===== config.mk =====
export PLATFORM = sky130hd
export DESIGN_NAME = serial_add_sub
export DESIGN_NICKNAME = d
export VERILOG_FILES = /design/src/rtl/serial_add_sub.sv
export SDC_FILE = /design/constraint.sdc
export NUM_CORES = 1
export LEC_CHECK = 0
export CORE_MARGIN = 4
export CORE_UTILIZATION = 30
export DETAILED_ROUTE_END_ITERATION = 6
export PLACE_DENSITY = 0.54
export RECOVER_POWER = 25
export SLEW_MARGIN = 10
export SYNTH_ARGS = -nofsm -noshare
export SYNTH_HDL_FRONTEND = slang
export SYNTH_SLANG_ARGS = --single-unit

===== constraint.sdc =====
create_clock -name clk -period 1.5 [get_ports clk]
set_clock_uncertainty 0.2 [all_clocks]
set_input_delay 0.15 -clock clk [delete_from_list [all_inputs] [get_ports clk]]
set_output_delay 0.15 -clock clk [all_outputs]
set_load 0.02 [all_outputs]

===== src/rtl/serial_add_sub.sv =====
// Bit-serial LSB-first adder/subtractor: one add/sub cell and a carry/borrow flop
// reused over WIDTH cycles, with a start/busy/done handshake.
module serial_add_sub #(
    parameter int unsigned WIDTH = 8
) (
    input  logic             clk,
    input  logic             rst_n,
    input  logic             start,
    input  logic             op,
    input  logic [WIDTH-1:0] a,
    input  logic [WIDTH-1:0] b,
    output logic             busy,
    output logic             done,
    output logic [WIDTH-1:0] result,
    output logic             flag
);

    localparam int unsigned CW = (WIDTH > 1) ? $clog2(WIDTH) : 1;

    typedef enum logic [1:0] {
        IDLE,
        RUN,
        DONE
    } state_t;

    state_t           state, state_nx;
    logic [WIDTH-1:0] sa, sb, sr, sr_nx;
    logic [CW-1:0]    cnt;
    logic             op_q, c;
    logic             bit_s, bit_c, last, accept;

    always_comb begin
        bit_s = sa[0] ^ sb[0] ^ c;
        if (op_q)
            bit_c = (~sa[0] & sb[0]) | (~(sa[0] ^ sb[0]) & c);
        else
            bit_c = (sa[0] & sb[0]) | ((sa[0] ^ sb[0]) & c);
        last = (cnt == CW'(WIDTH - 1));
    end

    // New bit enters at the MSB so the LSB-first stream lands in place after WIDTH shifts.
    generate
        if (WIDTH == 1) begin : g_w1
            always_comb sr_nx = bit_s;
        end else begin : g_wn
            always_comb sr_nx = {bit_s, sr[WIDTH-1:1]};
        end
    endgenerate

    always_ff @(posedge clk or negedge rst_n) begin
        if (!rst_n)
            state <= IDLE;
        else
            state <= state_nx;
    end

    always_comb begin
        state_nx = state;
        accept   = 1'b0;
        case (state)
            IDLE: begin
                if (start) begin
                    accept   = 1'b1;
                    state_nx = RUN;
                end
            end
            RUN: begin
                if (last)
                    state_nx = DONE;
            end
            DONE: begin
                if (start) begin
                    accept   = 1'b1;
                    state_nx = RUN;
                end else begin
                    state_nx = IDLE;
                end
            end
            default: state_nx = IDLE;
        endcase
    end

    assign busy = (state == RUN);
    assign done = (state == DONE);

    always_ff @(posedge clk or negedge rst_n) begin
        if (!rst_n) begin
            sa     <= '0;
            sb     <= '0;
            sr     <= '0;
            op_q   <= 1'b0;
            c      <= 1'b0;
            cnt    <= '0;
            result <= '0;
            flag   <= 1'b0;
        end else if (accept) begin
            sa   <= a;
            sb   <= b;
            sr   <= '0;
            op_q <= op;
            c    <= 1'b0;
            cnt  <= '0;
        end else if (state == RUN) begin
            sa  <= sa >> 1;
            sb  <= sb >> 1;
            sr  <= sr_nx;
            c   <= bit_c;
            cnt <= cnt + CW'(1);
            // Visible outputs change only on the final bit, never on partial sums.
            if (last) begin
                result <= sr_nx;
                flag   <= bit_c;
            end
        end
    end

endmodule


==> results of run 1 <==
## routing by layer
metal	up-vias	track usage [%]	wire [µm]
met5	-	0	0
met4	0	4.98	48
met3	5	4.66	218
met2	30	18.6	1560
met1	532	12.6	1470
li1	543	-	-
## cell usage after synthesis
master     number
dfrtp_1        39
a22o_1         16
nand2_1        10
o21ai_1         9
mux2_1          8
mux2i_1         8
a21o_1          5
buf_2           4
buf_6           4
inv_1           3
fa_1            2
ha_1            2
mux2_2          2
nor2b_1         2
a221o_1         1
inv_4           1
nand2b_1        1
nand3b_1        1
nor2_4          1
nor3_1          1
o21ai_0         1
o21bai_1        1
o2bb2ai_1       1
## logic make-up (layout without fill, tap and decap cells)
| logic type | after synthesis | count (layout) | share of synthesized area, % |
|---|---|---|---|
| DFF | 39 | 39 | 59.1 |
| AOI/OAI and AO/OA | 34 | 34 | 15.4 |
| muxes | 18 | 18 | 11.7 |
| and+or+nand+nor | 16 | 16 | 4.85 |
| buffers and inverters | 12 | 63 | 5.00 |
| adders and majority gates | 4 | 4 | 3.94 |
## placed cells by master (no fill, tap or decap), types with 2 or more instances in the layout
cell              n
dfrtp_1          38
fa_1              2
clkdlybuf4s50_1  18
mux2_4           10
a22o_1           16
clkbuf_8          5
nand2_1           9
buf_6             9
mux2i_1           8
inv_2             3
a21o_1            5
buf_12            4
dlygate4sd2_1     9
o21ai_1          10
buf_2             2
buf_4             9
## final cells by class
class / count / area share [%]
multi-input combinational: 72 / 28.3
sequential: 39 / 41.5
tap: 70 / 3.72
clock buffer: 6 / 3.08
timing repair buffer: 53 / 22.6
inverter: 4 / 0.744
## worst min path at each step
stage	start	depth (start not counted)	to	slack, ns
after floorplan	rst_n	0	c$_DFFE_PN0P_	-0.35
after global placement	rst_n	1	result[6]$_DFFE_PN0P_	-0.09
after detailed placement	rst_n	1	result[6]$_DFFE_PN0P_	-0.08
after CTS	rst_n	2	result[6]$_DFFE_PN0P_	0.14
after global routing	b[5]	3	sb[5]$_DFFE_PN0P_	0.18
final	rst_n	2	result[2]$_DFFE_PN0P_	0.16
## critical path, delay by kind of cell, from the launching register on
kind / cells / cell delay [ns]
fa+ha+maj: 2 / 0.36
simple gates: 1 / 0.20
mux: 1 / 0.29
flops: 1 / 0.39
buf+inv: 1 / 0.16
## report_power, final
part | leakage (µW) | internal, µW | switching [µW]
combinational | 0.000609 | 1360 | 1010
sequential | 0.000489 | 1540 | 318
clock | 0.0000371 | 310 | 331
total | 0.00114 | 3210 | 1650
## registers in the layout (all words and copies together) (netlist names), 2 cells and up
name	cells
result	8
sa	8
cnt	3
sr	7
state	2
sb	8
## timing repair
action / 4_1_cts / 5_1_grt
buffers inserted: 3 / 3
resized for setup: 27 / 17
endpoints found under the hold margin: 39 / 0
pin swaps: 1 / 2
hold buffers: 1 / 0
setup endpoints to repair: 39 / 24
## per-stage QoR
stage	hold WS (ns)	instances	area [µm²]	setup WS (ns)	total power [µW]
after CTS	0.143	241	2280	-0.192	4770
after floorplan	-0.346	123	1700	-0.0863	3300
after global routing	0.183	244	2350	-0.258	5220
final	0.158	244	2350	-0.215	4860
after detailed placement	-0.0781	231	2140	-0.172	4000
after global placement	-0.0875	231	2140	-0.164	3930
==> results.json, run 1 <==
{
  "cts_buffers": 5,
  "reg2regPathDepth": 5,
  "drc": 0,
  "grt_pass1_wl_mm": 5.58,
  "finalCriticalPeriod_ns": 1.71,
  "r2r_end": "result[6]$_DFFE_PN0P_",
  "power_density_nw_per_um2": 2070,
  "grtUsageTotal_pct": 11.2,
  "slew_headroom_pct": 67.0,
  "die_y_um": 82.2,
  "clk_pin_slew_worst_paths_ns": 0.07,
  "drt_iter0_drc": 21,
  "critPathMaxFanout": 4,
  "rsz0062_at_grt": "yes",
  "num_vias": 1110,
  "vias_per_cell": 4.55,
  "critPathMaxStageDelay_ns": 0.39,
  "ir_drop_mv": 0.658,
  "gp_congestion": 0.723,
  "totalWireLength_mm": 3.29,
  "grt.overflow.total": 0,
  "port_buffers": 30,
  "drv_slew": 0,
  "drive_gt1_share_pct": 29.9,
  "violations": "setup timing",
  "cts.htree.levels": 2,
  "critPathSlowestCell": "dfrtp_1",
  "synth_cell_types": 23,
  "max_freq_ghz": 0.583,
  "synthCells": 123,
  "finalWorstSetupSlack_ns": -0.215,
  "dr.pass1.iters": 4,
  "yosysWarnings": 0,
  "worst_pin_slew_ns": 0.495,
  "core_um2": 5200,
  "ys_top_cells_by_area": "dfrtp_1 59%, a22o_1 8.5%, mux2_1 5.5%, mux2i_1 4.9%, o21ai_1 2.7%",
  "clk_latency_ns": 0.28,
  "worstSetupPathType": "reg -> reg",
  "cts_tree": "done",
  "tns_ns": -1.82,
  "maxCapViolations": 0,
  "ios": 31,
  "syn-num-nets": 147,
  "yosysTopAreaCell": "dfrtp_1",
  "start_kind": "flip-flop",
  "seq_area_frac_synth_pct": 59.1,
  "setup_viol": 13,
  "rows": 26,
  "hold_viol_final": 0,
  "areaGrowthSynthToFinish_pct": 42.7,
  "power.leakage_uw": 0.00114,
  "avgSynthCellArea_um2": 13.4,
  "regArea_um2": 977,
  "antenna_found_initial": 0,
  "grt_max_degree": 24,
  "layout.nets": 199,
  "cts_buffer_depth": 2,
  "cp-endpoint": "result[6]$_DFFE_PN0P_",
  "root_buffer": "clkbuf_8",
  "dieArea_um2": 6750,
  "crit_chain": "ha_2 > ha_4 > nand3b_1 > buf_6 > mux2_4",
  "min_path_type": "in -> async",
  "worstSetupEndpointType": "flip-flop",
  "routedWlPerCell_um": 13.5,
  "detail-route-antenna-nets": 0,
  "reg2reg_from": "cnt[0]$_DFFE_PN0P_",
  "utilization_pct": 45.2,
  "fillCellCount": 482,
  "yosys_register_bits": 39,
  "start_util_pct": 31.7,
  "worst_ep_required_time_ns": 1.47,
  "multiInputGateArea_um2": 667,
  "antenna_cells": 0,
  "worstPathArrival_ns": 1.68,
  "min_period_over_period_pct": 114,
  "r2r_setup_slack_ns": -0.21,
  "startpoint": "cnt[0]$_DFFE_PN0P_",
  "status": "complete, but fails checks",
  "cts_num_sinks": 39,
  "synth_top_area_share_pct": 59.1,
  "netlist_area_um2": 1650,
  "grt_pass1_vias": 1217,
  "die_w_um": 82.2,
  "dpl.hpwl_mm": 2.26
}
(Power assumes the default switching activity.)
==> run 2, diff against run 1 <==
- ABC_AREA: unset -> 1
- CAP_MARGIN: unset -> 20
- PLACE_DENSITY: 0.54 -> 0.53
==> results.json, run 2 <==
{
  "status": "completed",
  "critPathMaxFanout": 3,
  "holdPathStages": 3,
  "areaGrowthSynthToFinish_pct": 27.5,
  "drv_slew": 0,
  "drc": 0,
  "synth_most_common_cell": "nand2_1",
  "die_w_um": 86.3,
  "finalCriticalPeriod_ns": 1.44,
  "worst_pin_slew_ns": 0.542,
  "cts_num_sinks": 39,
  "dpl.hpwl_mm": 2.50,
  "drt_iter0_drc": 36,
  "min_period_over_period_pct": 95.8,
  "power.leakage_uw": 0.00124,
  "critPathMostFrequentCell": "nand2_1",
  "cts_buffer_depth": 2,
  "clk_latency_ns": 0.29,
  "synth_common_cells": "97 x nand2_1, 41 x nand3_1, 39 x dfrtp_1",
  "critPathBufInv": 0,
  "avgSynthCellArea_um2": 8.51,
  "crit_chain": "fa_1 > o21ai_2 > nand2_1 > nand2_1",
  "gp_congestion": 0.708,
  "syn-num-nets": 240,
  "netlist_area_um2": 1840,
  "critPathMaxStageDelay_ns": 0.45,
  "yosysTopAreaCell": "dfrtp_1",
  "clk_pin_slew_worst_paths_ns": 0.08,
  "num_vias": 1489,
  "synthArstFlopShare_pct": 100,
  "tns_ns": 0,
  "report.power.total_uw": 4620,
  "dp.cells": 321,
  "antenna_cells": 0,
  "setup_viol": 0,
  "layout.nets": 279,
  "synth_edf_count": 0,
  "seq_area_frac_synth_pct": 53.1,
  "port_buffers": 30,
  "worstPathArrival_ns": 1.47,
  "worst_ep_required_time_ns": 1.53,
  "start_kind": "flip-flop",
  "placed_area_um2": 2250,
  "grt_pass1_vias": 1509,
  "grt_max_degree": 40,
  "drive_gt1_share_pct": 11.3,
  "cts.htree.levels": 2,
  "slew_headroom_pct": 63.9,
  "core_um2": 5920,
  "cts_buffers": 5,
  "hold_viol_final": 0,
  "root_buffer": "clkbuf_8",
  "grtUsageTotal_pct": 11.5,
  "synth_cell_types": 18,
  "final_cell_mix": "97 x nand2_1, 41 x nand3_1, 39 x dfrtp_1",
  "detail-route-antenna-nets": 0,
  "dr.pass1.iters": 4,
  "synthFlopType": "dfrtp_1",
  "synth_top_area_share_pct": 53.1,
  "grt.overflow.total": 0,
  "ir_drop_mv": 0.659,
  "grt_pass1_wl_mm": 6.84,
  "critPathSlowestCell": "fa_1",
  "ys_top_cells_by_area": "dfrtp_1 53%, nand2_1 20%, nand3_1 11%, buf_6 3.1%, inv_1 2.7%",
  "fillCellCount": 643,
  "worstSetupPathType": "reg -> reg",
  "yosysWarnings": 0,
  "min_path_type": "in -> reg",
  "reg2regPathDepth": 4,
  "routedWlPerCell_um": 11.8,
  "vias_per_cell": 4.50,
  "worst-path-stages": 4,
  "critPathTopFamily": "adder cells",
  "largestRegisters": "result: 8 flops, sa: 8 flops, sb: 8 flops",
  "final_cells": 331,
  "maxCapViolations": 0,
  "power_density_nw_per_um2": 1970,
  "ios": 31,
  "die_y_um": 86.3,
  "dieArea_um2": 7440,
  "rows": 28,
  "stdcell_area_um2": 2340,
  "final_common_cell": "nand2_1",
  "worstSetupEndpointType": "flip-flop",
  "antenna_found_initial": 0,
  "totalWireLength_mm": 3.90,
  "start_util_pct": 31.0,
  "yosys_register_bits": 39,
  "synthCells": 216,
  "cts_tree": "done",
  "max_freq_ghz": 0.696
}
[run 2: tightest hold or removal path: stages]
cell and delay, ns:
clkdlybuf4s50_1 0.40, nand2_1 0.06, nand2_1 0.04
[run 2: kinds of logic after synthesis]
kind of cell,count (synthesis),share of synthesized area [%]
buf+inv,24,7.49
flops,39,53.1
simple gates,145,34.8
compound gates,4,1.09
fa+ha+maj,4,3.54
[run 2: timing repair]
action,in CTS,in global routing
gates resized for setup,17,9
gates cloned,0,1
endpoints found under the hold margin,39,0
endpoints found under the setup margin,21,38
hold buffers,1,0
pin swaps,0,1
setup buffers,0,0
[run 2: report_power, final]
part           switching [µW]  internal (µW)  leakage, µW  total [µW]
combinational            1240            844     0.000708        2090
sequential                293           1550     0.000487        1840
clock                     364            326    0.0000422         690
[run 2: metal layers]
metal,up-vias,routed length (µm),track usage [%]
li1,759,-,-
met1,693,1800,14.3
met2,30,1850,19.1
met3,7,188,3.23
met4,0,57,4.25
met5,-,0,0
[run 2: path summary, 6_finish.rpt]
kind	from	slack, ns	end
worst max-delay path	sa[0]$_DFFE_PN0P_	0.06	c$_DFFE_PN0P_
worst min-delay path	b[7]	0.19	sb[7]$_DFFE_PN0P_
worst max register to register	sa[0]$_DFFE_PN0P_	0.06	c$_DFFE_PN0P_
worst min register to register	result[4]$_DFFE_PN0P_	0.27	result[4]$_DFFE_PN0P_
max in group asynchronous	rst_n	0.45	sb[6]$_DFFE_PN0P_
min in group asynchronous	rst_n	0.28	result[5]$_DFFE_PN0P_
[run 2: metrics by stage]
step	util, %	worst slack [ns]	hold slack, ns
after detailed placement	38.0	-0.0777	-0.0616
after global routing	39.6	-0.00856	0.196
final	39.6	0.0637	0.194
after global placement	38.0	-0.0670	-0.0644
after floorplan	-	0.112	-0.346
after CTS	39.4	0.00424	0.161
[run 2: layout make-up]
| class | instances | area [µm²] | area share [%] |
|---|---|---|---|
| Clock buffer | 7 | 76.3 | 3.26 |
| Sequential cell | 39 | 976 | 41.6 |
| Clock inverter | 1 | 5.00 | 0.214 |
| Inverter | 15 | 56.3 | 2.40 |
| Timing Repair Buffer | 40 | 392 | 16.7 |
| Tap cell | 75 | 93.8 | 4.00 |
| Multi-Input combinational cell | 154 | 744 | 31.8 |
==> run 3, diff against run 2 <==
- GPL_TIMING_DRIVEN: unset -> 1
==> results of run 3 <==
Same layout as run 2: the final DEF is identical, and so are final timing and power.
